<file path="src/rtl/dcm_rst_ctrl_pkg.sv">
// dcm_rst_ctrl_pkg: state encoding and widths shared by the DCM reset supervisor.
package dcm_rst_ctrl_pkg;
  typedef enum logic [1:0] {
    ST_DCM_RST   = 2'd0,
    ST_WAIT_LOCK = 2'd1,
    ST_SETTLE    = 2'd2,
    ST_RUN       = 2'd3
  } state_t;
  localparam int RELOCK_W = 8;
endpackage

</file>
<file path="src/rtl/dcm_rst_ctrl_sync_2ff.sv">
// sync_2ff: two-flop synchronizer for a single asynchronous status bit.
module sync_2ff (
  input  logic clk,
  input  logic rst_n,
  input  logic i_d,
  output logic o_q
);
  logic r_meta;
  logic r_sync;
  always_ff @(posedge clk or negedge rst_n)
    if (!rst_n) begin
      r_meta <= 1'b0;
      r_sync <= 1'b0;
    end else begin
      r_meta <= i_d;
      r_sync <= r_meta;
    end
  assign o_q = r_sync;
endmodule

</file>
<file path="src/rtl/dcm_rst_ctrl.sv">
// dcm_rst_ctrl: pulses DCM RST, waits for stable lock, then releases the system reset.
module dcm_rst_ctrl
  import dcm_rst_ctrl_pkg::*;
#(
  parameter int DCM_RST_CYCLES = 4,
  parameter int LOCK_TIMEOUT   = 65535,
  parameter int SETTLE_CYCLES  = 1024,
  parameter int CNT_W          = 16
) (
  input  logic                clk,
  input  logic                rst_n,
  input  logic                locked_in,
  output logic                dcm_rst,
  output logic                sys_rst,
  output logic                ready,
  output logic [RELOCK_W-1:0] relock_cnt
);
  state_t              r_state;
  state_t              w_next;
  logic [CNT_W-1:0]    r_cnt;
  logic                w_locked_s;
  logic                r_dcm_rst;
  logic                r_sys_rst;
  logic                r_ready;
  logic [RELOCK_W-1:0] r_relock;
  sync_2ff u_sync (
    .clk   (clk),
    .rst_n (rst_n),
    .i_d   (locked_in),
    .o_q   (w_locked_s)
  );
  // Lock status is checked before the counter so drop/arrival win over expiry.
  always_comb begin
    w_next = r_state;
    case (r_state)
      ST_DCM_RST:   w_next = (r_cnt == CNT_W'(DCM_RST_CYCLES - 1)) ? ST_WAIT_LOCK : ST_DCM_RST;
      ST_WAIT_LOCK: w_next = w_locked_s ? ST_SETTLE :
                             (r_cnt == CNT_W'(LOCK_TIMEOUT - 1)) ? ST_DCM_RST : ST_WAIT_LOCK;
      ST_SETTLE:    w_next = !w_locked_s ? ST_WAIT_LOCK :
                             (r_cnt == CNT_W'(SETTLE_CYCLES - 1)) ? ST_RUN : ST_SETTLE;
      default:      w_next = w_locked_s ? ST_RUN : ST_WAIT_LOCK;
    endcase
  end
  // Outputs are registered from the next state so they change with the state flops.
  always_ff @(posedge clk or negedge rst_n)
    if (!rst_n) begin
      r_state   <= ST_DCM_RST;
      r_cnt     <= '0;
      r_dcm_rst <= 1'b1;
      r_sys_rst <= 1'b1;
      r_ready   <= 1'b0;
      r_relock  <= '0;
    end else begin
      r_state   <= w_next;
      r_cnt     <= (w_next != r_state) ? '0 : r_cnt + 1'b1;
      r_dcm_rst <= (w_next == ST_DCM_RST);
      r_sys_rst <= (w_next != ST_RUN);
      r_ready   <= (w_next == ST_RUN);
      if (r_state == ST_RUN && w_next == ST_WAIT_LOCK && r_relock != '1)
        r_relock <= r_relock + 1'b1;
    end
  assign dcm_rst    = r_dcm_rst;
  assign sys_rst    = r_sys_rst;
  assign ready      = r_ready;
  assign relock_cnt = r_relock;
endmodule

</file>
<file path="config.mk">
export PLATFORM = sky130hd
export DESIGN_NAME = dcm_rst_ctrl
export DESIGN_NICKNAME = d
export VERILOG_FILES = /design/src/rtl/dcm_rst_ctrl_pkg.sv /design/src/rtl/dcm_rst_ctrl_sync_2ff.sv /design/src/rtl/dcm_rst_ctrl.sv
export SDC_FILE = /design/constraint.sdc
export NUM_CORES = 1
export LEC_CHECK = 0
export CORE_MARGIN = 5
export CORE_UTILIZATION = 60
export CTS_CLUSTER_SIZE = 24
export DETAILED_ROUTE_END_ITERATION = 6
export PLACE_DENSITY_LB_ADDON = 0.15
export SKIP_CTS_REPAIR_TIMING = 1
export SYNTH_ARGS = -nofsm -noshare
export SYNTH_HDL_FRONTEND = slang
export SYNTH_HIERARCHICAL = 1
export SYNTH_SLANG_ARGS = --single-unit
</file>
<file path="constraint.sdc">
create_clock -name clk -period 2.7 [get_ports clk]
set_input_delay 0.675 -clock clk [delete_from_list [all_inputs] [get_ports clk]]
set_output_delay 0.675 -clock clk [all_outputs]
set_load 0.02 [all_outputs]
</file>
==> metrics.csv, run 1 <==
metric,value,unit
drt-wirelength-per-cell,15.4,µm
fmax,467,MHz
synth.area.top_cells,"dfrtp_1, nor3_1, xnor2_1, xor2_1, nor4_1",
antenna_cells,0,
grt_pass1_vias,1184,
htree_levels,2,
track_usage,20.3,%
fillers,182,
drtIter0Drc,75,
crit_cells,1,
yosysUniqueCellTypes,32,
vias_per_cell,5.99,
die_x,60.5,µm
relSlewSlack,54.9,%
cts_buffers,5,
synth_top_area_share,47.3,%
hold_depth,0,
io_pins,14,
synth_seq_area_share,50.8,%
wl,3.00,mm
layout_common_cells,"dfrtp_1, nor3_1, clkdlybuf4s50_1",
synth-main-ff-cell,dfrtp_1,
initial_utilization,62.4,%
worstMarginPinSlew,0.676,ns
final_max_slew_viol_count,0,
pwr_density_cell,752,nW/µm²
dp_hpwl,2.02,mm
critPathLaunchType,flip-flop,
fin_crit,2.14,ns
period_share,79.3,%
grt_max_degree,32,
highest_layer,met4,
leakage,0.000762,µW
critPathTopFamily,buffers and inverters,
core-area,2450,µm²
cp.arrival,1.47,ns
setup_viol,0,
path_buf_inv,1,
fin_nets,169,
cts_sinks,31,
drive_above_1_share,9.15,%
clock_path_buffers,2,
cts_tree,built,
drv_cap,0,
place_congestion,0.888,
cts_root_buf,clkbuf_4,
drc_errors,0,
cpPeakStageDelay,0.66,ns
rsz0062_at_grt,false,
port_buffers,13,
fin_skew,0.0129,ns
row_count,18,
synth_cells,147,
syn_area,1530,µm²
grt.overflow.total,0,
synth_seq_cells,31,
syn_nets,153,
wl_met2,1.48,mm
final_common_cell,dfrtp_1,
dr.pass1.iters,4,
status,"complete, no violations",
path_clk_slew,0.10,ns
final_util,70.6,%
die_h,60.5,µm
insertion_delay,0.34,ns
worst_path_max_delay_cell,clkdlybuf4s50_1,
worstPathMaxFanout,6,
synth_top_area_cell,dfrtp_1,
area_delta_synth_final,13.1,%
vias,1162,
syn_avg_cell_area,10.4,µm²
grt_pass1_wl,5.36,mm
reg2reg_depth,5,
finalSetupTns,0,ns
die_area,3670,µm²
hp-class,flip-flop to flip-flop,
required,2.03,ns
drtAntennaViolNets,0,
worstSetupEndpointType,output port,
yosysWarningCount,6,
wl_met1,1.26,mm
synth_edf_count,0,
met3_length,176,µm
max-vdd-ir-drop,0.735,mV
hold_violations,0,
path_cells,clkdlybuf4s50_1,
worstSetupPathType,flip-flop to output port,
synthArstFlopShare,100,%
grt_antenna_before_repair,0,
per-layer routing:
| metal | up-vias | track usage, % |
|---|---|---|
| met1 | 559 | 23.7 |
| met3 | 9 | 5.74 |
| met2 | 41 | 33.0 |
| met4 | 0 | 12.4 |
| met5 | - | 0 |
| li1 | 553 | - |
kinds of logic (layout without fill, tap and decap cells):
family	Yosys count	after routing	synth area share, %
AO/OA/AOI/OAI	11	11	5.80
buffers and inverters	12	29	3.27
flip-flops	31	31	50.8
multiplexers	1	1	0.735
AND/OR/NAND/NOR	68	68	24.9
XOR/XNOR	20	20	11.4
adder cells (fa/ha/maj)	4	4	3.10
stage by stage:
step | worst slack (ns) | hold slack (ns) | cells | instance area (µm²) | power [µW]
finish | 0.559 | 0.374 | 194 | 1730 | 1300
global placement | 0.788 | 0.341 | 186 | 1680 | 1030
CTS | 0.546 | 0.369 | 194 | 1730 | 1310
global route | 0.486 | 0.380 | 194 | 1730 | 1380
detailed placement | 0.757 | 0.342 | 186 | 1680 | 1050
floorplan | 0.934 | 0.331 | 147 | 1530 | 915
cell usage after synthesis (all sizes together), types with 2 or more instances:
| cell type | instances |
|---|---|
| dfrtp | 29 |
| nor3 | 20 |
| nand3 | 11 |
| xnor2 | 10 |
| xor2 | 10 |
| nor4 | 9 |
| nor2 | 8 |
| inv | 7 |
| nand2 | 7 |
| and3 | 4 |
| nand4 | 4 |
| clkbuf | 3 |
| ha | 3 |
| or3 | 3 |
| buf | 2 |
| dfstp | 2 |
| o211a | 2 |
| o21ai | 2 |
worst reg2reg max path, delay by kind of cell (launching register included):
family,cells,cell delay (ns)
simple gates,1,0.28
compound gates,2,0.83
buf+inv,1,0.12
fa+ha+maj,1,0.30
flops,1,0.43
registers in the layout, summed over array words and instances, names as in the netlist:
signal	cells
ready	1
u_sync/o_q	1
sys_rst	1
r_cnt	16
u_sync/r_meta	1
r_state	2
relock_cnt	8
dcm_rst	1
layout make-up:
| type | count | area (µm²) | share of cell area [%] |
|---|---|---|---|
| clock buffer | 8 | 48.8 | 2.82 |
| sequential | 31 | 778 | 44.9 |
| tap | 30 | 37.5 | 2.17 |
| timing repair buffer | 14 | 138 | 7.94 |
| inverter | 7 | 26.3 | 1.52 |
| multi-input combinational | 104 | 704 | 40.6 |
power by group:
group,internal (µW),leakage [µW],switching (µW)
combinational,173,0.000326,221
clock,104,0.0000265,156
sequential,546,0.000410,103
total,823,0.000762,481
worst paths after layout:
check,endpoint,from,slack [ns]
min,u_sync/o_q$_DFF_PN0_,u_sync/r_meta$_DFF_PN0_,0.37
min in group asynchronous,relock_cnt[4]$_DFFE_PN0P_,rst_n,0.72
max in group asynchronous,dcm_rst$_DFF_PN1_,rst_n,1.65
min reg2reg,u_sync/o_q$_DFF_PN0_,u_sync/r_meta$_DFF_PN0_,0.37
max reg2reg,ready$_DFF_PN0_,r_cnt[0]$_DFF_PN0_,0.66
max,relock_cnt[3],relock_cnt[3]$_DFFE_PN0P_,0.56
(Power assumes the default switching activity.)
==> inputs of run 2 (changes only) <==
--- a/config.mk
+++ b/config.mk
@@ -6,7 +6,7 @@
 export NUM_CORES = 1
 export LEC_CHECK = 0
 export CORE_MARGIN = 5
-export CORE_UTILIZATION = 60
+export CORE_UTILIZATION = 50
 export CTS_CLUSTER_SIZE = 24
 export DETAILED_ROUTE_END_ITERATION = 6
 export PLACE_DENSITY_LB_ADDON = 0.15
==> constraint.sdc (replaced) <==
create_clock -name clk -period 1.8 [get_ports clk]
set_input_delay 0.45 -clock clk [delete_from_list [all_inputs] [get_ports clk]]
set_output_delay 0.45 -clock clk [all_outputs]
set_load 0.02 [all_outputs]
==> run 2 against run 1 <==
Compared with the run above:
- global-route usage down 4.7 points
- combinational power increased by 76%
- clock skew is 0.00080 ns lower
- first-iteration DRC count is 31% lower
- clock power up 120%
- worst hold slack worse by 0.013 ns
- total power rose by 70%
- die area increased by 17%
- final cell count increased by 6.7%
- register-to-register slack worse by 0.54 ns
- largest cell class unchanged
==> metrics.csv, run 2 (synthesized netlist as in run 1, its figures left out) <==
metric,value,unit,change
die_area,4270,µm²,+17%
min-delay-start,u_sync/r_meta$_DFF_PN0_,,
grt.overflow.total,0,,unchanged
seqCellArea,778,µm²,unchanged
vias_per_cell,5.59,,-6.7%
grt_pass1_vias,1153,,-2.6%
drt-wirelength-per-cell,14.6,µm,-5.5%
rsz0062_at_grt,false,,
grt_max_degree,32,,unchanged
hold_depth,0,,unchanged
worst_path_max_delay_cell,clkdlybuf4s50_1,,
whs,0.361,ns,-0.0125 ns
path_clk_slew,0.10,ns,about the same
core-area,3000,µm²,+22%
dr.pass1.iters,5,,+1
critical_path.reg2reg.endpoint,r_cnt[7]$_DFF_PN0_,,
min_to,u_sync/o_q$_DFF_PN0_,,
cpPeakStageDelay,0.60,ns,-0.06 ns
path_buf_inv,1,,unchanged
crit-reg2reg-launch,r_cnt[0]$_DFF_PN0_,,
crit_start,ready$_DFF_PN0_,,
final_common_cell,dfrtp_1,,
final_cells,207,,+6.7%
cts_buffers,5,,unchanged
dp_cells,199,,+7.0%
worstSetupPathType,flip-flop to output port,,
hp-class,flip-flop to flip-flop,,
place_worst_setup_slack,0.0803,ns,-0.676 ns
fin_nets,179,,+5.9%
layout_common_cells,"dfrtp_1, nor3_1, nand3_1, buf_4",,
worst_slack,0.0834,ns,-0.476 ns
place_congestion,0.830,,-6.5%
insertion_delay,0.33,ns,about the same
path_cells,clkdlybuf4s50_1,,
largest_reg_flops,16,,unchanged
final_max_slew_viol_count,0,,unchanged
vias,1157,,-0.43%
grt_antenna_before_repair,0,,unchanged
wl,3.02,mm,+0.83%
worstPathMaxFanout,1,,-5
fin_skew,0.0121,ns,-0.000803 ns
finalSetupTns,0,ns,unchanged
drc_errors,0,,unchanged
max-vdd-ir-drop,0.747,mV,+1.6%
total_power,2210,µW,+70%
pwr_density_cell,1180,nW/µm²,+56%
status,"complete, no violations",,
cp.arrival,1.27,ns,-0.20 ns
dp_hpwl,2.14,mm,+5.6%
die_h,65.4,µm,+8.0%
setup_viol,0,,unchanged
grt_pass1_wl,5.08,mm,-5.3%
clock_path_buffers,2,,unchanged
worstMarginPinSlew,0.411,ns,-0.265 ns
io_pins,14,,unchanged
period_share,95.4,%,
die_x,65.4,µm,+8.0%
critPathTopFamily,buffers and inverters,,
critPathLaunchType,flip-flop,,
relSlewSlack,72.6,%,+18 points
fin_crit,1.72,ns,
fmax,583,MHz,
drv_cap,0,,unchanged
regMostFlops,r_cnt,,
cts_root_buf,clkbuf_4,,
row_count,20,,+2
initial_utilization,51.0,%,-11 points
cts_tree,built,,
htree_levels,2,,unchanged
multiInputGateArea,711,µm²,+0.89%
drive_above_1_share,16.7,%,+7.5 points
hold_violations,0,,unchanged
area_delta_synth_final,22.7,%,
antenna_cells,0,,unchanged
r2r_setup_slack,0.12,ns,-0.54 ns
drtAntennaViolNets,0,,unchanged
required,1.35,ns,-0.68 ns
cts_sinks,31,,unchanged
fillers,267,,+47%
port_buffers,13,,unchanged
worstSetupEndpointType,output port,,
reg2reg_depth,6,,+1
track_usage,15.6,%,-4.7 points
leakage,0.000978,µW,+28%
drtIter0Drc,52,,-31%
-- run 2: area by class of cell --
type | count | share of cell area (%)
Tap cell | 33 | 2.20
Multi-Input combinational cell | 104 | 37.8
Timing Repair Buffer | 24 | 12.6
Inverter | 7 | 1.40
Clock buffer | 6 | 2.73
Sequential cell | 31 | 41.4
Clock inverter | 2 | 1.86
-- run 2: per-stage QoR --
stage / cell area (µm²) / util [%]
3_3_place_gp: 1760 / 58.7
5_1_grt: 1880 / 62.6
3_5_place_dp: 1760 / 58.7
2_1_floorplan: 1530 / -
4_1_cts: 1850 / 61.6
6_report: 1880 / 62.6
-- run 2: report_power, final --
group | internal (µW) | switching [µW] | total [µW]
logic | 321 | 372 | 693
clock network | 328 | 238 | 566
registers | 820 | 134 | 953
-- run 2: worst max-delay path by stage --
stage	cells after the start	endpoint
after floorplan	4	relock_cnt[1]$_DFFE_PN0P_
after global placement	4	relock_cnt[1]$_DFFE_PN0P_
after detailed placement	4	relock_cnt[1]$_DFFE_PN0P_
after CTS	1	dcm_rst
after global routing	4	r_cnt[8]$_DFF_PN0_
final	1	ready
-- run 2: metal layers --
layer  vias up  global-route usage (%)  wire length [µm]  share of wire (%)
li1        579                       -                 -                  -
met1       553                    18.2              1400                 46
met2        20                    26.5              1480                 49
met3         5                    4.10                98                3.2
met4         0                    7.25                45                1.5
met5         -                       0                 0                  0
